File: config.mk
export PLATFORM = sky130hd
export DESIGN_NAME = pipe_stage_chain_flat
export DESIGN_NICKNAME = d
export VERILOG_FILES = /design/src/rtl/pipe_chain_pkg.sv /design/src/rtl/pipe_stage_chain_if.sv /design/src/rtl/pipe_stage_reg.sv /design/src/rtl/pipe_stage_chain.sv /design/src/flat_wrapper.sv
export SDC_FILE = /design/constraint.sdc
export NUM_CORES = 1
export LEC_CHECK = 0
export ABC_CLOCK_PERIOD_IN_PS = 5260
export CORE_MARGIN = 2
export CORE_UTILIZATION = 50
export CTS_BUF_LIST = sky130_fd_sc_hd__clkbuf_16
export DETAILED_ROUTE_END_ITERATION = 8
export MAX_ROUTING_LAYER = met4
export PLACE_DENSITY_LB_ADDON = 0.2
export SYNTH_ARGS = -nofsm -noshare
export SYNTH_HDL_FRONTEND = slang
export SYNTH_SLANG_ARGS = --single-unit
File: constraint.sdc
create_clock -name i_clk -period 5.26 [get_ports i_clk]
set_input_delay 0.526 -clock i_clk [delete_from_list [all_inputs] [get_ports i_clk]]
set_output_delay 0.526 -clock i_clk [all_outputs]
set_load 0.02 [all_outputs]
File: src/rtl/pipe_chain_pkg.sv
// Shared types for the pipeline latch chain: FSM encodings, latch select codes,
// and the function that picks each stage's hold/bubble/load action.
package pipe_chain_pkg;

    localparam logic [1:0] ST_RUN  = 2'b00;
    localparam logic [1:0] ST_HALT = 2'b01;
    localparam logic [1:0] ST_STEP = 2'b10;

    // Chains longer than this are not supported by stage_sel.
    localparam int MAX_STAGES = 32;

    typedef enum logic [1:0] {
        S_RUN  = ST_RUN,
        S_HALT = ST_HALT,
        S_STEP = ST_STEP
    } state_e;

    typedef enum logic [1:0] {
        SEL_HOLD   = 2'b00,
        SEL_BUBBLE = 2'b01,
        SEL_LOAD   = 2'b10
    } sel_e;

    // A stage holds if it or any stage above it stalls; the stage just above
    // the highest stall gets a bubble. Flush beats everything while advancing.
    function automatic sel_e stage_sel(input logic [MAX_STAGES-1:0] stall,
                                       input logic [MAX_STAGES-1:0] flush,
                                       input logic                  adv,
                                       input int                    k);
        logic held;
        logic below;
        held  = 1'b0;
        below = 1'b0;
        for (int j = 0; j < MAX_STAGES; j++) begin
            if (j >= k && stall[j]) held = 1'b1;
            if (j == k - 1 && stall[j]) below = 1'b1;
        end
        if (!adv)     return SEL_HOLD;
        if (flush[k]) return SEL_BUBBLE;
        if (held)     return SEL_HOLD;
        if (below)    return SEL_BUBBLE;
        return SEL_LOAD;
    endfunction

endpackage

File: src/rtl/pipe_stage_chain_if.sv
// Input handshake and latch-observation bus of the pipeline latch chain.
interface pipe_stage_chain_if #(
    parameter int NB_DATA   = 32,
    parameter int NB_STAGES = 4
);
    logic                         i_in_valid;
    logic [NB_DATA-1:0]           i_in_data;
    logic                         o_in_ready;
    logic [NB_STAGES-1:0]         o_stage_valid;
    logic [NB_STAGES*NB_DATA-1:0] o_stage_data;
    logic                         o_out_valid;
    logic [NB_DATA-1:0]           o_out_data;

    modport master (
        output i_in_valid, i_in_data,
        input  o_in_ready, o_stage_valid, o_stage_data, o_out_valid, o_out_data
    );

    modport slave (
        input  i_in_valid, i_in_data,
        output o_in_ready, o_stage_valid, o_stage_data, o_out_valid, o_out_data
    );
endinterface

File: src/rtl/pipe_stage_reg.sv
// One pipeline latch: valid bit plus payload, with hold / bubble / load select.
module pipe_stage_reg
    import pipe_chain_pkg::*;
#(
    parameter int NB_DATA = 32
) (
    input  logic               i_clk,
    input  logic               i_reset,
    input  sel_e               i_sel,
    input  logic               i_valid,
    input  logic [NB_DATA-1:0] i_data,
    output logic               o_valid,
    output logic [NB_DATA-1:0] o_data
);
    logic               valid_q, valid_d;
    logic [NB_DATA-1:0] data_q,  data_d;

    always_comb begin
        valid_d = valid_q;
        data_d  = data_q;
        case (i_sel)
            SEL_BUBBLE: begin
                valid_d = 1'b0;
                data_d  = '0;
            end
            SEL_LOAD: begin
                valid_d = i_valid;
                data_d  = i_data;
            end
            default: ;
        endcase
    end

    always_ff @(posedge i_clk or negedge i_reset) begin
        if (!i_reset) begin
            valid_q <= 1'b0;
            data_q  <= '0;
        end else begin
            valid_q <= valid_d;
            data_q  <= data_d;
        end
    end

    assign o_valid = valid_q;
    assign o_data  = data_q;
endmodule

File: src/rtl/pipe_stage_chain.sv
// Parametrised pipeline latch chain with stall/flush, debug RUN/HALT/STEP and counters.
// Define PIPE_CHAIN_BUBBLE_CNT_EN to build the bubble counter; otherwise o_bubble_cnt is 0.
module pipe_stage_chain
    import pipe_chain_pkg::*;
#(
    parameter int NB_DATA   = 32,
    parameter int NB_STAGES = 4,
    parameter int NB_CNT    = 32
) (
    input  logic                 i_clk,
    input  logic                 i_reset,
    input  logic                 i_dunit_clk_en,
    input  logic                 i_dunit_halt,
    input  logic                 i_dunit_run,
    input  logic                 i_dunit_step,
    input  logic [NB_STAGES-1:0] i_stall,
    input  logic [NB_STAGES-1:0] i_flush,
    pipe_stage_chain_if.slave    bus,
    output logic [1:0]           o_state,
    output logic [NB_CNT-1:0]    o_cycle_cnt,
    output logic [NB_CNT-1:0]    o_retire_cnt,
    output logic [NB_CNT-1:0]    o_bubble_cnt
);
    state_e state_q, state_d;
    logic   adv;

    always_comb begin
        state_d = state_q;
        case (state_q)
            S_RUN:  if (i_dunit_halt) state_d = S_HALT;
            S_HALT: begin
                if (i_dunit_run)       state_d = S_RUN;
                else if (i_dunit_step) state_d = S_STEP;
            end
            S_STEP: state_d = S_HALT;
            default: state_d = S_RUN;
        endcase
    end

    always_ff @(posedge i_clk or negedge i_reset) begin
        if (!i_reset) state_q <= S_RUN;
        else          state_q <= state_d;
    end

    // Halt is honoured in the cycle it is sampled, so a halting cycle never advances.
    assign adv = (state_q == S_RUN && i_dunit_clk_en && !i_dunit_halt) || (state_q == S_STEP);

    sel_e                              sel [NB_STAGES];
    logic [NB_STAGES-1:0]              stage_valid;
    logic [NB_STAGES-1:0][NB_DATA-1:0] stage_data;

    for (genvar gi = 0; gi < NB_STAGES; gi++) begin : g_stage
        logic               src_valid;
        logic [NB_DATA-1:0] src_data;

        assign sel[gi] = stage_sel(MAX_STAGES'(i_stall), MAX_STAGES'(i_flush), adv, gi);

        if (gi == 0) begin : g_head
            assign src_valid = bus.i_in_valid;
            assign src_data  = bus.i_in_data;
        end else begin : g_body
            assign src_valid = stage_valid[gi-1];
            assign src_data  = stage_data[gi-1];
        end

        pipe_stage_reg #(.NB_DATA(NB_DATA)) u_stage (
            .i_clk   (i_clk),
            .i_reset (i_reset),
            .i_sel   (sel[gi]),
            .i_valid (src_valid),
            .i_data  (src_data),
            .o_valid (stage_valid[gi]),
            .o_data  (stage_data[gi])
        );
    end

    logic [NB_CNT-1:0] cycle_q,  cycle_d;
    logic [NB_CNT-1:0] retire_q, retire_d;

    always_comb begin
        cycle_d  = cycle_q;
        retire_d = retire_q;
        if (adv && !(&cycle_q)) cycle_d = cycle_q + 1'b1;
        if (adv && stage_valid[NB_STAGES-1] && !i_stall[NB_STAGES-1] && !(&retire_q))
            retire_d = retire_q + 1'b1;
    end

    always_ff @(posedge i_clk or negedge i_reset) begin
        if (!i_reset) begin
            cycle_q  <= '0;
            retire_q <= '0;
        end else begin
            cycle_q  <= cycle_d;
            retire_q <= retire_d;
        end
    end

`ifdef PIPE_CHAIN_BUBBLE_CNT_EN
    logic              any_bubble;
    logic [NB_CNT-1:0] bubble_q, bubble_d;

    always_comb begin
        any_bubble = 1'b0;
        for (int k = 0; k < NB_STAGES; k++)
            if (sel[k] == SEL_BUBBLE) any_bubble = 1'b1;
        bubble_d = bubble_q;
        if (any_bubble && !(&bubble_q)) bubble_d = bubble_q + 1'b1;
    end

    always_ff @(posedge i_clk or negedge i_reset) begin
        if (!i_reset) bubble_q <= '0;
        else          bubble_q <= bubble_d;
    end

    assign o_bubble_cnt = bubble_q;
`else
    assign o_bubble_cnt = '0;
`endif

    assign bus.o_in_ready    = adv && (i_stall == '0) && !i_flush[0];
    assign bus.o_stage_valid = stage_valid;
    assign bus.o_stage_data  = stage_data;
    assign bus.o_out_valid   = stage_valid[NB_STAGES-1];
    assign bus.o_out_data    = stage_data[NB_STAGES-1];
    assign o_state           = state_q;
    assign o_cycle_cnt       = cycle_q;
    assign o_retire_cnt      = retire_q;
endmodule
File: src/flat_wrapper.sv
// flat-port wrapper written by rule: the top's interface ports become plain ports
module pipe_stage_chain_flat import pipe_chain_pkg::*;
#(
    parameter int NB_DATA   = 32,
    parameter int NB_STAGES = 4,
    parameter int NB_CNT    = 32
)
  (i_clk, i_reset, i_dunit_clk_en, i_dunit_halt, i_dunit_run, i_dunit_step, i_stall, i_flush, o_state, o_cycle_cnt, o_retire_cnt, o_bubble_cnt, bus_i_in_valid, bus_i_in_data, bus_o_in_ready, bus_o_stage_valid, bus_o_stage_data, bus_o_out_valid, bus_o_out_data);
  pipe_stage_chain_if #(.NB_DATA(NB_DATA), .NB_STAGES(NB_STAGES)) bus_i ();
  input  logic i_clk;
  input  logic i_reset;
  input  logic i_dunit_clk_en;
  input  logic i_dunit_halt;
  input  logic i_dunit_run;
  input  logic i_dunit_step;
  input  logic [NB_STAGES-1:0] i_stall;
  input  logic [NB_STAGES-1:0] i_flush;
  output logic [1:0] o_state;
  output logic [NB_CNT-1:0] o_cycle_cnt;
  output logic [NB_CNT-1:0] o_retire_cnt;
  output logic [NB_CNT-1:0] o_bubble_cnt;
  input wire logic [$bits(bus_i.i_in_valid)-1:0] bus_i_in_valid;
  input wire logic [$bits(bus_i.i_in_data)-1:0] bus_i_in_data;
  output wire logic [$bits(bus_i.o_in_ready)-1:0] bus_o_in_ready;
  output wire logic [$bits(bus_i.o_stage_valid)-1:0] bus_o_stage_valid;
  output wire logic [$bits(bus_i.o_stage_data)-1:0] bus_o_stage_data;
  output wire logic [$bits(bus_i.o_out_valid)-1:0] bus_o_out_valid;
  output wire logic [$bits(bus_i.o_out_data)-1:0] bus_o_out_data;
  assign bus_i.i_in_valid = bus_i_in_valid;
  assign bus_i.i_in_data = bus_i_in_data;
  assign bus_o_in_ready = bus_i.o_in_ready;
  assign bus_o_stage_valid = bus_i.o_stage_valid;
  assign bus_o_stage_data = bus_i.o_stage_data;
  assign bus_o_out_valid = bus_i.o_out_valid;
  assign bus_o_out_data = bus_i.o_out_data;
  pipe_stage_chain #(.NB_DATA(NB_DATA), .NB_STAGES(NB_STAGES), .NB_CNT(NB_CNT)) u_core (.i_clk(i_clk), .i_reset(i_reset), .i_dunit_clk_en(i_dunit_clk_en), .i_dunit_halt(i_dunit_halt), .i_dunit_run(i_dunit_run), .i_dunit_step(i_dunit_step), .i_stall(i_stall), .i_flush(i_flush), .bus(bus_i), .o_state(o_state), .o_cycle_cnt(o_cycle_cnt), .o_retire_cnt(o_retire_cnt), .o_bubble_cnt(o_bubble_cnt));
endmodule
# == Yosys cells after proc, flatten, opt, wreduce, memory -nomap -nowiden ==
# Index checks and enable logic that the tools add are counted.
# op_classes
n_addsub,2
n_eq_ne,12
n_mux,81
n_reduce_logical,23
# ops
op,count
$pmux W32 S2,4
$add A32 B1 Y32 const B,2
$reduce_and A32 Y1,2
$mux W2,30
$mux W1,42
$eq A2 B1 Y1 const B,5
$eq A2 B2 Y1 const B,5
$logic_and A1 B1 Y1,8
$pmux W1 S2,4
$reduce_bool A2 Y1,4
$pmux W2 S3,1
$logic_not A1 Y1,5
$logic_not A4 Y1,1
$ne A3 B3 Y1 const B,1
$logic_not A2 Y1,1
$ne A2 B2 Y1 const B,1
$reduce_and A2 Y1,1
$logic_or A1 B1 Y1,1
# totals
ff_bits,198
elab_cells,129

# == Depth between registers and ports, before layout ==
# depth
depth_word,16
mapped_depth,9
mapped_depth_nobuf,7

# == Modules after synthesis ==
# A second synthesis with hierarchy kept.
# unflattened
cells_unflattened,980
hier_area_um2,9232.6
# by_module_without_submodules
mod,n_inst,cells_per_inst,area_each_um2,seq_area_each_um2
pipe_stage_reg,4,145,1343.8,825.8
pipe_stage_chain,1,400,3857.4,1651.6

# == Worst setup path after synthesis ==
# No wires, ideal clock.
# synth_path
path_kind,input to register
start,input port i_dunit_clk_en
end,register u_core.g_stage[0].u_stage.data_q[24]
setup_ps,134
arrival_ps,2282
slack_ps,2844
path_stages,9
cell_sequence,nor2b_1 > o21ai_0 > or4_1 > nor2_1 > ha_1 > clkbuf_1 > clkbuf_1 > nand2_1 > o21ai_0
# synth_via
elab_chain_cells,6
# synth_rtl
element,line,text
"start, declared",flat_wrapper.sv:12,input logic i_dunit_clk_en;
$logic_and A1 B1 Y1 * (2 in series),pipe_stage_chain.sv:46,assign adv = (state_q == S_RUN && i_dunit_clk_en && !i_dunit_halt) || (state_q == S_STEP);
$logic_or A1 B1 Y1 *,pipe_stage_chain.sv:46,
$mux W2 *,pipe_chain_pkg.sv:39,if (flush[k]) return SEL_BUBBLE;
$eq A2 B2 Y1 or $eq A2 B1 Y1 (tied branches),pipe_stage_reg.sv:21,case (i_sel)
$pmux W32 S2 or $reduce_bool A2 Y1 (tied branches),n/a,
"end signal, assigned",pipe_stage_reg.sv:40,data_q <= data_d;
"end, declared",pipe_stage_reg.sv:16,"logic [NB_DATA-1:0] data_q, data_d;"
# Mark *: on every way between the ends. The rest lies on a longest branch, timed or not.
# A chain may end at the register's enable or synchronous reset.

# == Worst setup path after layout ==
# layout_path
start,input port i_dunit_clk_en
end,output port bus_o_in_ready
# layout_via
elab_chain_cells,5
# layout_rtl
element,line,text
$logic_and A1 B1 Y1 (2 in series),pipe_stage_chain.sv:46,
$logic_or A1 B1 Y1,pipe_stage_chain.sv:46,
$logic_and A1 B1 Y1 (2 in series),pipe_stage_chain.sv:120,assign bus.o_in_ready = adv && (i_stall == '0) && !i_flush[0];
"end, declared",flat_wrapper.sv:24,output wire logic [$bits(bus_i.o_in_ready)-1:0] bus_o_in_ready;
# Every way passes these cells.

==> results.cfg <==
[setup_path]
critical_path_required_ps = 4730
longest_individual_stage_delay_on_the_worst_path_ps = 640
worst-endpoint-arrival_ps = 2810
rr_startpoint = u_core.o_state[1]
critPathBufInv = 3
crit_type = in2out
crit_path_end_kind = output pin
critical_path.reg2reg.endpoint = u_core.g_stage[0].u_stage.o_data[20]
crit_chain = clkdlybuf4s50_1 > nor2b_1 > o21ai_0 > buf_4 > or4_1 > nor2_1 > clkdlybuf4s50_1
rr_worst_depth = 6
critPathTopFamily = buffers and inverters
critical_path.slowest_cell = sky130_fd_sc_hd__clkdlybuf4s50_1
critical-path-top-cell-by-count = sky130_fd_sc_hd__clkdlybuf4s50_1
worst-r2r-setup-slack_ps = 2380
crit_path_start_kind = input port
cp_max_fo = 5

[synthesis]
synth_simple_gate_area_share = 0.218
synth_most_common_cell = sky130_fd_sc_hd__nand2_1
ys_seq_elements = 198
yosys_warnings = 0
synth_xor_xnor_area_share = 0.0595
synth_cells = 953
synthesis.area_mm2 = 0.00912
synth_edf_count = 0
synth_compound_area_frac = 0.0842
ys_top_cells_by_area = sky130_fd_sc_hd__dfrtp_1 (54%), sky130_fd_sc_hd__nand2_1 (12%), sky130_fd_sc_hd__o21ai_0 (7.5%)
yosys_most_used_dff = sky130_fd_sc_hd__dfrtp_1
synth_top_cells_by_count = sky130_fd_sc_hd__nand2_1 (287), sky130_fd_sc_hd__dfrtp_1 (198), sky130_fd_sc_hd__o21ai_0 (136)
asyncSetResetFlopFracSynth = 1.00
largest_family_of_logic_cells_by_synthesized_area = simple AND/OR/NAND/NOR gates
synth.yosys.seq_area_share = 0.543
synth_adder_area_share = 0.00823
synth_mux_area_frac = 0.00247
synthDistinctLibCells = 48
netlist.top_cell.by_area = sky130_fd_sc_hd__dfrtp_1
syn_area_per_cell_um2 = 9.57
synth_top_area_frac = 0.543

[timing]
setup-tns-final_ps = 0
final_hold_viol_count = 0
setup_violations = 0
report.final.slew_viol_count = 0
tightestPinTransition_ps = 1060
worst_clock_skew_ps = 4.44
finalWorstPathRequiredPeriod_ps = 3340
max_freq_mhz = 300
rsz0062_at_grt = false
timing.slew.headroom = 0.296
final_worst_path_cycle_share = 0.634

[pwr]
p_per_area_mw_per_mm2 = 273
leakagePower_nw = 5.06
irDropWorstVdd_mv = 0.216

[final_layout]
layout-area-overhead-vs-synth_pct = 34.3
final-instance-count-excl-fill = 1408
multi_input_area_mm2 = 0.00352
fill_cell_count = 1419
layout.area.seq_mm2 = 0.00495
antenna-diode-count = 0
fin_area_mm2 = 0.0122
layout-drive-gt1-share = 0.0585
finish.net_count = 1220

[die]
height_of_the_die_um = 139
coreArea_mm2 = 0.0179
dieArea_mm2 = 0.0193
chipWidth_um = 139
starting_density_of_the_core = 0.509
std_cell_rows = 49
num_io_pins = 311

[cts]
cts_made_buffers = 17
ctsRootBufferMaster = sky130_fd_sc_hd__clkbuf_16
cts_hold_repair.buffers = 0
post-cts-setup-buffer-count = 0
path_clk_slew_ps = 60
cts-htree-levels = 4
worst_skew_pair_latency_ps = 430
clock_sink_count = 198
post_cts_resized = 0
cts_tree = done
cts.path.max_buffers = 2

[grt]
grt_first_pass_wirelength_um = 36400
globalRouteOverflowTotal = 0
track_usage = 0.245
grt_max_degree = 88
first_global_vias = 6596
grt_antenna_before_repair = 0

[route]
via_density = 5.06
route.antenna.remaining_nets = 0
routedWlPerCell_um = 16.4
detailedRoute.firstPassIterationCount = 7
detail_route.iter0.violations = 507
via_count = 7118
drt_wl_total_um = 23100
post-route-drc-count = 0

[flow_run]
cap_viol_max_count = 0

[place]
placedCellCount = 1377
placed_area_mm2 = 0.0116
final_weighted_congestion_in_routability_driven_placement = 0.857
hpwlAfterDp_um = 16900
number_of_buffer_cells_added_on_primary_ports = 278

[min_path]
hp-class = in2async

[outcome]
run_status = finished clean
-- metal layers --
layer | vias to the layer above | GRT usage | part of all wire
met3 | 31 | 0.0463 | 0.055
li1 | 3491 | - | -
met5 | - | - | 0
met2 | 247 | 0.376 | 0.47
met4 | 0 | 0.0766 | 0.021
met1 | 3349 | 0.332 | 0.45
-- state kept, by name (all words and copies together), names as in the netlist --
name,flops
u_core.o_cycle_cnt,32
u_core.g_stage.u_stage.o_data,128
u_core.g_stage.u_stage.o_valid,4
u_core.o_retire_cnt,32
u_core.o_state,2
-- per-stage QoR --
stage / worst slack [ps] / total power, mW / hold WS [ps] / utilization
2_1_floorplan: 2840 / 1.82 / 230 / -
3_3_place_gp: 1760 / 1.96 / 487 / 0.649
6_report: 1920 / 3.34 / 139 / 0.684
5_1_grt: 1780 / 3.46 / 207 / 0.684
3_5_place_dp: 1660 / 1.97 / 494 / 0.649
4_1_cts: 1910 / 3.36 / 172 / 0.684
-- worst max path at each step --
stage / from / endpoint / slack, ps / cells after the start
6_report: i_dunit_clk_en / bus_o_in_ready / 1920 / 7
3_5_place_dp: i_dunit_clk_en / u_core.g_stage[0].u_stage.o_data[20] / 1660 / 9
3_3_place_gp: i_dunit_clk_en / u_core.g_stage[0].u_stage.o_data[28] / 1760 / 9
2_1_floorplan: i_dunit_clk_en / u_core.g_stage[0].u_stage.o_data[24] / 2840 / 9
4_1_cts: i_dunit_clk_en / bus_o_in_ready / 1910 / 7
5_1_grt: i_dunit_clk_en / bus_o_in_ready / 1780 / 7
-- worst register-to-register path: stages (launching register included) --
cell	delay (ps)
sky130_fd_sc_hd__dfrtp_1	470
sky130_fd_sc_hd__inv_1	100
sky130_fd_sc_hd__a21oi_1	600
sky130_fd_sc_hd__nand2_1	130
sky130_fd_sc_hd__ha_1	910
sky130_fd_sc_hd__buf_4	400
sky130_fd_sc_hd__o21ai_0	140
-- cell families after synthesis --
| kind of cell | after synthesis |
|---|---|
| flops | 198 |
| xor+xnor | 62 |
| buf+inv | 127 |
| mux | 2 |
| simple gates | 411 |
| fa+ha+maj | 6 |
| compound gates | 146 |
| other cells | 1 |
-- area by class of cell --
type	instances	share of cell area
Clock buffer	17	0.0347
Sequential cell	198	0.404
Multi-Input combinational cell	659	0.288
Clock inverter	14	0.0170
Timing Repair Buffer	282	0.230
Inverter	9	0.00276
Tap cell	229	0.0234
-- cell usage in the layout, fill, tap and decap left out, types with 4 or more instances in the layout --
cell,n
sky130_fd_sc_hd__nor2_1,17
sky130_fd_sc_hd__xnor2_1,35
sky130_fd_sc_hd__o21ai_0,136
sky130_fd_sc_hd__dfrtp_1,198
sky130_fd_sc_hd__nand4_1,25
sky130_fd_sc_hd__nor4_4,4
sky130_fd_sc_hd__conb_1,32
sky130_fd_sc_hd__and3_1,9
sky130_fd_sc_hd__buf_4,4
sky130_fd_sc_hd__nor4_2,4
sky130_fd_sc_hd__xor2_1,27
sky130_fd_sc_hd__and4_1,4
sky130_fd_sc_hd__clkbuf_16,17
sky130_fd_sc_hd__inv_1,11
sky130_fd_sc_hd__nor3_1,10
sky130_fd_sc_hd__bufinv_16,5
sky130_fd_sc_hd__nand2_1,287
sky130_fd_sc_hd__nor3_2,4
sky130_fd_sc_hd__clkdlybuf4s50_1,277
sky130_fd_sc_hd__nand3_1,18
sky130_fd_sc_hd__nor3b_2,4
sky130_fd_sc_hd__nor4_1,4
-- where the power goes --
| group | internal, mW | switching, mW | leakage, nW |
|---|---|---|---|
| Clock | 0.840 | 0.569 | 0.310 |
| Sequential | 1.55 | 0.0406 | 2.73 |
| Combinational | 0.118 | 0.227 | 2.02 |
| Total | 2.51 | 0.836 | 5.06 |
Power figures use the tool's default switching activity.
